`config.mk`:
```
export PLATFORM = sky130hd
export DESIGN_NAME = uart_receiver
export DESIGN_NICKNAME = d
export VERILOG_FILES = /design/src/rtl/uart_receiver.sv
export SDC_FILE = /design/constraint.sdc
export NUM_CORES = 1
export LEC_CHECK = 0
export ABC_AREA = 1
export BUFFER_PORTS_ARGS = -buffer_cell sky130_fd_sc_hd__buf_4
export CAP_MARGIN = 10
export CORE_ASPECT_RATIO = 2
export CORE_MARGIN = 1
export CORE_UTILIZATION = 45
export CTS_CLUSTER_DIAMETER = 50
export CTS_CLUSTER_SIZE = 14
export DETAILED_ROUTE_END_ITERATION = 8
export GPL_ROUTABILITY_DRIVEN = 0
export HOLD_SLACK_MARGIN = 0.15
export PLACE_DENSITY = 0.64
export SLEW_MARGIN = 0
export SYNTH_ARGS = -nofsm -noshare
export SYNTH_HDL_FRONTEND = slang
export SYNTH_SLANG_ARGS = --single-unit
```
`constraint.sdc`:
```
create_clock -name clk -period 1.8 [get_ports clk]
set_input_delay 0.09 -clock clk [delete_from_list [all_inputs] [get_ports clk]]
set_output_delay 0.09 -clock clk [all_outputs]
set_load 0.005 [all_outputs]
```
`src/rtl/uart_receiver.sv`:
```
// uart_receiver: 8N1 serial receiver with mid-bit sampling.
// A frame is a start bit (0), eight data bits LSB first, and a stop bit (1).
// Each bit lasts OVERSAMPLE clocks. A good frame pulses rx_valid and
// updates rx_data. A bad stop bit pulses rx_frame_err.
// Optional build macro: UART_RX_MAJORITY_EN. When it is defined, every
// sample is the 2-of-3 vote of rx_s over the sample edge and the two
// edges before it.
module uart_receiver #(
  parameter int OVERSAMPLE = 8
) (
  input  logic       clk,
  input  logic       rst_n,
  input  logic       rx,
  output logic [7:0] rx_data,
  output logic       rx_valid,
  output logic       rx_frame_err,
  output logic       rx_busy
);

  localparam int CW = $clog2(OVERSAMPLE);

  localparam logic [CW-1:0] CNT_ZERO = CW'(0);
  localparam logic [CW-1:0] CNT_ONE  = CW'(1);
  localparam logic [CW-1:0] HALF_M1  = CW'(OVERSAMPLE / 2 - 1);
  localparam logic [CW-1:0] FULL_M1  = CW'(OVERSAMPLE - 1);

  localparam logic [2:0] ST_IDLE    = 3'd0;
  localparam logic [2:0] ST_START   = 3'd1;
  localparam logic [2:0] ST_DATA    = 3'd2;
  localparam logic [2:0] ST_STOP    = 3'd3;
  localparam logic [2:0] ST_RECOVER = 3'd4;

  logic          sync1_r;
  logic          rx_s;
  logic          sample_s;

  logic [2:0]    state_r;
  logic [2:0]    state_nx;
  logic [CW-1:0] cnt_r;
  logic [CW-1:0] cnt_nx;
  logic [2:0]    idx_r;
  logic [2:0]    idx_nx;
  logic [7:0]    shift_r;
  logic [7:0]    shift_nx;
  logic [7:0]    data_nx;
  logic          valid_nx;
  logic          err_nx;

`ifdef UART_RX_MAJORITY_EN
  // hist_r[0] is the second synchronizer stage. The older bits keep the two
  // previous rx_s values, which the majority vote uses.
  logic [2:0] hist_r;

  function automatic logic maj3(input logic [2:0] v);
    maj3 = (v[0] & v[1]) | (v[0] & v[2]) | (v[1] & v[2]);
  endfunction

  // First sync stage, then a shift through the synchronized history
  always_ff @(posedge clk or negedge rst_n) begin
    if (!rst_n) begin
      sync1_r <= 1'b1;
      hist_r  <= 3'b111;
    end else begin
      sync1_r <= rx;
      hist_r  <= {hist_r[1:0], sync1_r};
    end
  end

  assign rx_s     = hist_r[0];
  assign sample_s = maj3(hist_r);
`else
  logic sync2_r;

  // Two-flop synchronizer for the asynchronous serial line
  always_ff @(posedge clk or negedge rst_n) begin
    if (!rst_n) begin
      sync1_r <= 1'b1;
      sync2_r <= 1'b1;
    end else begin
      sync1_r <= rx;
      sync2_r <= sync1_r;
    end
  end

  assign rx_s     = sync2_r;
  assign sample_s = sync2_r;
`endif

  // Frame-recovery next-state logic and output pulse generation
  always_comb begin
    state_nx = state_r;
    cnt_nx   = cnt_r;
    idx_nx   = idx_r;
    shift_nx = shift_r;
    data_nx  = rx_data;
    valid_nx = 1'b0;
    err_nx   = 1'b0;
    case (state_r)
      ST_IDLE: begin
        if (!rx_s) begin
          state_nx = ST_START;
          cnt_nx   = CNT_ZERO;
        end else begin
          state_nx = ST_IDLE;
        end
      end
      ST_START: begin
        if (cnt_r == HALF_M1) begin
          if (!sample_s) begin
            state_nx = ST_DATA;
            cnt_nx   = CNT_ZERO;
            idx_nx   = 3'd0;
          end else begin
            state_nx = ST_IDLE;
          end
        end else begin
          cnt_nx = cnt_r + CNT_ONE;
        end
      end
      ST_DATA: begin
        if (cnt_r == FULL_M1) begin
          shift_nx = {sample_s, shift_r[7:1]};
          cnt_nx   = CNT_ZERO;
          idx_nx   = idx_r + 3'd1;
          if (idx_r == 3'd7) begin
            state_nx = ST_STOP;
          end else begin
            state_nx = ST_DATA;
          end
        end else begin
          cnt_nx = cnt_r + CNT_ONE;
        end
      end
      ST_STOP: begin
        if (cnt_r == FULL_M1) begin
          cnt_nx = CNT_ZERO;
          if (sample_s) begin
            data_nx  = shift_r;
            valid_nx = 1'b1;
            state_nx = ST_IDLE;
          end else begin
            err_nx   = 1'b1;
            state_nx = ST_RECOVER;
          end
        end else begin
          cnt_nx = cnt_r + CNT_ONE;
        end
      end
      ST_RECOVER: begin
        // A held-low line (break) waits here, so it gives only one error
        if (rx_s) begin
          state_nx = ST_IDLE;
        end else begin
          state_nx = ST_RECOVER;
        end
      end
      default: begin
        state_nx = ST_IDLE;
      end
    endcase
  end

  // State, counters and registered outputs
  always_ff @(posedge clk or negedge rst_n) begin
    if (!rst_n) begin
      state_r      <= ST_IDLE;
      cnt_r        <= CNT_ZERO;
      idx_r        <= 3'd0;
      shift_r      <= 8'h00;
      rx_data      <= 8'h00;
      rx_valid     <= 1'b0;
      rx_frame_err <= 1'b0;
      rx_busy      <= 1'b0;
    end else begin
      state_r      <= state_nx;
      cnt_r        <= cnt_nx;
      idx_r        <= idx_nx;
      shift_r      <= shift_nx;
      rx_data      <= data_nx;
      rx_valid     <= valid_nx;
      rx_frame_err <= err_nx;
      rx_busy      <= (state_nx != ST_IDLE);
    end
  end

endmodule

```
After elaboration in Yosys (flattened, before gate mapping)
Index checks and enable logic that the tools add are counted.

cells by class
  $add $sub $neg = 2
  equal/unequal tests = 10
  mux-type cells = 22
  reduce and logical (&&, ||, !) cells = 8

operator list
  cell                                                             count
  3-bit 2-to-1 mux                                                 10
  3-bit case mux with 5 select lines                               1
  3-bit by 2-bit == test with 1-bit output, second input constant  3
  3-bit == test, second input constant                             3
  3-bit case mux with 3 select lines                               1
  1-bit 2-to-1 mux                                                 8
  3-bit by 1-bit adder with 3-bit output, second input constant    2
  2-bit != test, second input constant                             3
  3-bit case mux with 2 select lines                               1
  3-bit nonzero test                                               2
  4-bit AND reduction                                              1
  3-bit by 1-bit == test with 1-bit output, second input constant  1
  3-bit zero test                                                  1
  3-bit AND reduction                                              1
  2-bit 2-to-1 mux                                                 1
  2-bit AND reduction                                              1
  2-bit nonzero test                                               1
  2-bit OR reduction                                               1

storage, ports and cells
  bits in registers = 30
  bits of input ports = 3
  output and inout bits = 11
  word-level logic and storage cells = 52

Depth between registers and ports, before layout
Gate-level depths: netlist of run 1.

  depth in word-level cells = 5
  gate-level depth with buffers = 9
  gate-level depth less buffers = 9

Least setup slack after synthesis of run 1
OpenSTA, ideal clock, no wires.

  path type = reg2reg
  start point = register cnt_r[0]
  end point = register rx_busy
  library setup time = 0.122 ns
  data arrival time = 1.278 ns
  required time = 1.678 ns
  slack = 0.400 ns
  cell stages (with the launch flop) = 9
  path buffers = 0
  clock period less this slack = 1.400 ns
  cell sequence = dfrtp_1 ha_1 ha_1 inv_1 nand2_1 o21ai_0 nor2_1 nor2_1 nand2_1

between the ends
  word-level cells in the longest chain between the ends = 4
  elaborated cells between the ends (all ways) = 7
  classes of those cells = 2 x eq/ne; 4 x mux; 1 x reduce/logical

ends and longest elaborated chain
  item                                                                       RTL line       text
  start, declared                                                            39             logic [CW-1:0] cnt_r;
  start signal, assigned                                                     176            cnt_r <= cnt_nx;
  3-bit == test or 3-bit by 2-bit == test with 1-bit output (tied branches)  121, 135, 108
  3-bit 2-to-1 mux, on equally long branches                                 135, 108, 121
  3-bit case mux with 5 select lines (*)                                     98             case (state_r)
  3-bit nonzero test (*)                                                     182            rx_busy <= (state_nx != ST_IDLE);
  end signal, assigned                                                       182
  end, declared                                                              17             output logic rx_busy

Mark *: on every way between the ends. The rest lies on a longest branch, timed or not.
A chain may end at the register's enable or synchronous reset.

Worst setup path in the final report of run 1
Same ends and word-level chain as after synthesis.

==> out/qor.csv, run 1 <==
metric,value,unit
relSlewSlack,67.7,%
grt_first_pass_wirelength,4.86,mm
synth.distinct_cells,20,
clkLatencyLatePin,0.28,ns
ys_ff_latch,30,
synth_area,0.00141,mm2
crit_chain,"ha_1, ha_1, inv_1, nand2_1, o21ai_0, nor2_1, nor2_1, nand2_1",
min_period_over_period,84.8,%
status,"finished, final reports clean",
areaGrowthSynthToFinish,16.3,%
ant_nets,0,
drc,0,
dieArea,0.00338,mm2
tns,0,ns
maxCapViolCount,0,
ctsResizeCount,0,
synth_top_area_share,49.6,%
fin_nets,193,
via_per_inst,5.02,
pin_count,14,
post-route-util,55.1,%
cts.reportedPaths.clkPinSlew,0.06,ns
crit_type,register to register,
grt_pass1_vias,1054,
clock_path_buffers,2,
critPathTopFamily,adder cells,
hold_viol_final,0,
synthesis.nets,173,
yosys_warnings,0,
slew_violations,0,
dr_wl_met3,55,um
p_leak,0.944,nW
setup_viol,0,
highest_layer,met4,
drive_above_1_share,16.8,%
cts_tree,yes,
drt_iter0_markers,21,
holdCritPathClass,input pin to async pin,
yosysSeqAreaShare,53.4,%
synth.largest_area_cell,dfrtp_1,
crit_required,1.96,ns
wl_met1,1.06,mm
max_clock_freq,0.655,GHz
rsz0062_at_grt,false,
arrival,1.69,ns
drt_wl_total,2.64,mm
crit_slowest_cell,dfrtp_1,
cts_buffers,5,
num_rows,28,
final_cells,214,
r2r_setup_slack,0.27,ns
worstMarginPinSlew,0.484,ns
worst_setup_path_end_kind,register,
finalPower,0.00231,W
initial_utilization,47.4,%
grt_max_degree,31,
vdd_drop_max,0.809,mV
wl_per_cell,12.3,um
syn_area_per_cell,8.66,um2
critPathMaxFanout,4,
antenna_found_initial,0,
dpl.cell_count,204,
fin_worst_skew,0.00843,ns
crit_buf_inv,1,
critical_path.startpoint_type,register,
dp_hpwl,1.99,mm
vias,1074,
syn_inst,163,
dr.pass1.iters,4,
grt_use_total,19.1,%
portBuffers,13,
period_minus_slack,1.53,ns
power.density,1410,mW/mm2
die_h,81.2,um
insertedDiodeCount,0,
root_buffer,clkbuf_8,
grt.overflow.total,0,
netlist_top_cells_area,"dfrtp_1 50%, nand2_1 13%, ha_1 6.2%",
fp.dieW,41.6,um
coreArea,0.00298,mm2
wl_met2,1.44,mm
htree_levels,2,
slowest_delay,0.39,ns
fill_cells,270,
cts_sinks,30,
[layout make-up]
| type | count | area [um2] | share of cell area [%] |
|---|---|---|---|
| clock buffers | 8 | 90.1 | 5.49 |
| multi-input cells | 111 | 568 | 34.6 |
| well taps | 30 | 37.5 | 2.29 |
| flip-flops and latches | 30 | 753 | 45.9 |
| repair buffers | 15 | 118 | 7.16 |
| inverters | 20 | 75.1 | 4.57 |
[cells by family (layout without fill, tap and decap cells)]
kind of cell,Yosys count,in the layout,synth area share [%]
AND/OR/NAND/NOR,86,86,26.9
flip-flops,30,30,53.4
buffers and inverters,22,43,6.38
AO/OA/AOI/OAI,18,18,7.18
adder cells (fa/ha/maj),7,7,6.21
[through the flow]
stage	cell area (um2)	hold WS, ns	worst slack (ns)
2_1_floorplan	1410	-0.206	0.400
3_3_place_gp	1530	0.0315	0.341
3_5_place_dp	1530	0.0358	0.277
4_1_cts	1640	0.287	0.263
5_1_grt	1640	0.312	0.118
6_report	1640	0.274	0.274
[routing by layer]
metal  vias to the layer above  global-route usage, %
li1                        545                      -
met1                       508                   20.7
met2                        14                   33.9
met3                         7                   2.67
met4                         0                   12.6
met5                         -                      0
[what timing repair did]
| action | in CTS | in global routing |
|---|---|---|
| buffers inserted | 0 | 0 |
| hold buffers | 2 | 0 |
| endpoints found under the hold margin | 31 | 0 |
[report_power, final]
group	total [W]	switching, W	internal, W	leakage (nW)
registers	0.00102	0.000146	0.000875	0.388
clock network	0.000542	0.000231	0.000311	0.0455
logic	0.000752	0.000436	0.000316	0.511
total	0.00231	0.000813	0.00150	0.944
[Yosys cell counts]
cell	count
a21oi_2	3
nor2_2	1
inv_2	1
dfrtp_1	28
nor3_1	1
dfstp_2	2
ha_1	7
inv_1	19
nand2_4	1
nand2_1	50
o21ai_1	4
nor2_8	1
clkbuf_1	1
nor2_1	17
buf_6	1
nor2_4	1
o21ai_0	11
nand2_2	2
or2_0	1
nand3_1	11
[cells in the final DEF, fill, tap and decap left out, drive strengths merged]
| master | n |
|---|---|
| clkbuf | 8 |
| dfrtp | 28 |
| dfstp | 2 |
| nand2 | 53 |
| dlygate4sd3 | 2 |
| ha | 7 |
| inv | 20 |
| or2 | 1 |
| nand3 | 11 |
| o21ai | 15 |
| nor2 | 20 |
| a21oi | 3 |
| nor3 | 1 |
| buf | 13 |
[path summary, 6_finish.rpt]
| path | cells past startpoint | from | to |
|---|---|---|---|
| setup / recovery | 8 | cnt_r[0] | rx_busy |
| hold / removal | 2 | rst_n | rx_data[4] |
| setup reg to reg | 8 | cnt_r[0] | rx_busy |
| hold reg to reg | 0 | sync1_r | rx_s |
| max in group asynchronous | 2 | rst_n | rx_s |
| min in group clk | 0 | sync1_r | rx_s |
[registers in the layout, summed over array words and instances, names as in the netlist]
name and cells:
rx_data 8, shift_r 8, cnt_r 3, idx_r 3
state_r 3, rx_busy 1, rx_frame_err 1, rx_s 1
rx_valid 1, sync1_r 1
Note: power is estimated with default switching activity, not from simulation.
==> run 2: changes to the inputs <==
==> constraint.sdc (replaced) <==
create_clock -name clk -period 1.59 [get_ports clk]
set_input_delay 0.0795 -clock clk [delete_from_list [all_inputs] [get_ports clk]]
set_output_delay 0.0795 -clock clk [all_outputs]
set_load 0.005 [all_outputs]
==> out/qor.csv, run 2 (same netlist as run 1, synthesis figures left out) <==
metric,value,unit,change
post_cts_buffers,0,,unchanged
p_switching,0.000939,W,+16%
drt_iter0_markers,20,,-4.8%
worstMarginPinSlew,0.495,ns,+0.0108 ns
clock_path_buffers,2,,unchanged
critical_path.startpoint_type,register,,
drive_above_1_share,17.9,%,+1.1 points
grt_max_degree,31,,unchanged
dr.pass1.iters,4,,unchanged
arrival,1.62,ns,-0.07 ns
tns,0,ns,unchanged
rsz0062_at_grt,false,,
worst_setup_path_end_kind,register,,
drt_wl_total,2.69,mm,+1.9%
status,"finished, final reports clean",,
clockPowerShare,23.1,%,-0.3 points
cts_buffers,5,,unchanged
relSlewSlack,67.0,%,-0.72 points
p_comb_share,32.9,%,+0.4 points
dieArea,0.00338,mm2,unchanged
slew_violations,0,,unchanged
crit_type,register to register,,
dpl.cell_count,204,,unchanged
layout_common_cells,"50 x nand2_1, 28 x dfrtp_1, 19 x inv_1",,
reg_top3,"rx_data: 8 flops, shift_r: 8 flops",,
clkLatencyLatePin,0.28,ns,about the same
power.density,1600,mW/mm2,+13%
fin_worst_skew,0.00840,ns,-0.0000297 ns
num_rows,28,,unchanged
drc,0,,unchanged
max_clock_freq,0.686,GHz,+4.7%
setup_ws,0.133,ns,-0.141 ns
grt.overflow.total,0,,unchanged
power_frac_seq,44.0,%,about the same
crit_required,1.75,ns,-0.21 ns
antenna_found_initial,0,,unchanged
fp.dieW,41.6,um,unchanged
holdCritPathClass,input pin to async pin,,
htree_levels,2,,unchanged
dpl_cell_area,0.00153,mm2,unchanged
r2r_cells,8,,unchanged
critPathMaxFanout,4,,unchanged
internal_power,0.00171,W,+14%
coreArea,0.00298,mm2,unchanged
die_h,81.2,um,unchanged
pin_count,14,,unchanged
min_period_over_period,91.6,%,+6.9 points
portBuffers,13,,unchanged
final_cells,214,,unchanged
wl_per_cell,12.6,um,+1.9%
vias,1074,,unchanged
root_buffer,clkbuf_8,,
cts_sinks,30,,unchanged
fin_area,0.00166,mm2,+0.91%
dp_hpwl,1.99,mm,unchanged
p_leak,0.941,nW,-0.33%
fin_nets,193,,unchanged
cts_tree,yes,,
setup_viol,0,,unchanged
via_per_inst,5.02,,unchanged
p_sw_share,35.5,%,+0.34 points
ant_nets,0,,unchanged
initial_utilization,47.4,%,unchanged
hold_viol_final,0,,unchanged
grt_first_pass_wirelength,4.86,mm,unchanged
grt_pass1_vias,1054,,unchanged
areaGrowthSynthToFinish,17.4,%,
maxCapViolCount,0,,unchanged
final_common_cell,nand2_1,,
pre_cts_slack,0.0674,ns,-0.210 ns
post-route-util,55.6,%,+0.50 points
cts.reportedPaths.clkPinSlew,0.06,ns,about the same
period_minus_slack,1.46,ns,-0.0690 ns
grt_use_total,19.1,%,unchanged
vdd_drop_max,0.919,mV,+14%
insertedDiodeCount,0,,unchanged
run 2: metal layers:
layer / global-route usage, % / vias up / wire (um)
met3: 2.67 / 7 / 57
met1: 20.7 / 508 / 1090
li1: - / 545 / -
met4: 12.6 / 0 / 78
met5: 0 / - / 0
met2: 33.9 / 14 / 1470
run 2: worst paths after layout:
check                               from    endpoint  slack (ns)
worst max-delay path            cnt_r[0]     rx_busy        0.13
worst min-delay path               rst_n  rx_data[4]        0.26
worst max register to register  cnt_r[0]     rx_busy        0.13
worst min register to register   sync1_r        rx_s        0.36
max in group asynchronous          rst_n        rx_s        1.01
min in group clk                 sync1_r        rx_s        0.36
run 2: area by class of cell:
cell class              instances  area, um2
inverters                      20       75.1
multi-input cells             111        583
flip-flops and latches         30        753
clock buffers                   8       90.1
repair buffers                 15        118
well taps                      30       37.5
fillers                       268       1320
run 2: timing repair:
item,CTS,global route
hold buffers,2,0
endpoints found under the hold margin,31,0
endpoints found under the setup margin,0,2
resized for setup,0,3
run 2: worst max-delay path, stage by stage (launching register included):
cell and delay [ns]:
dfrtp_1 0.40, ha_1 0.28, ha_4 0.21, inv_1 0.08, nand2_1 0.05, o21ai_0 0.06, nor2_1 0.06, nor2_1 0.14
nand2_1 0.06
run 2: power by group through the flow:
stage                     Sequential, W  Clock (W)  Combinational [W]
final                           0.00116   0.000613           0.000871
after global routing            0.00119   0.000655            0.00102
after CTS                       0.00116   0.000625           0.000869
after detailed placement        0.00117          0           0.000859
after global placement          0.00116          0           0.000842
after floorplan                 0.00114          0           0.000605
run 2: stage by stage:
stage,hold slack [ns],power [W]
after floorplan,-0.216,0.00174
after global placement,0.0210,0.00200
after detailed placement,0.0253,0.00203
after CTS,0.276,0.00265
after global routing,0.301,0.00286
final,0.263,0.00265
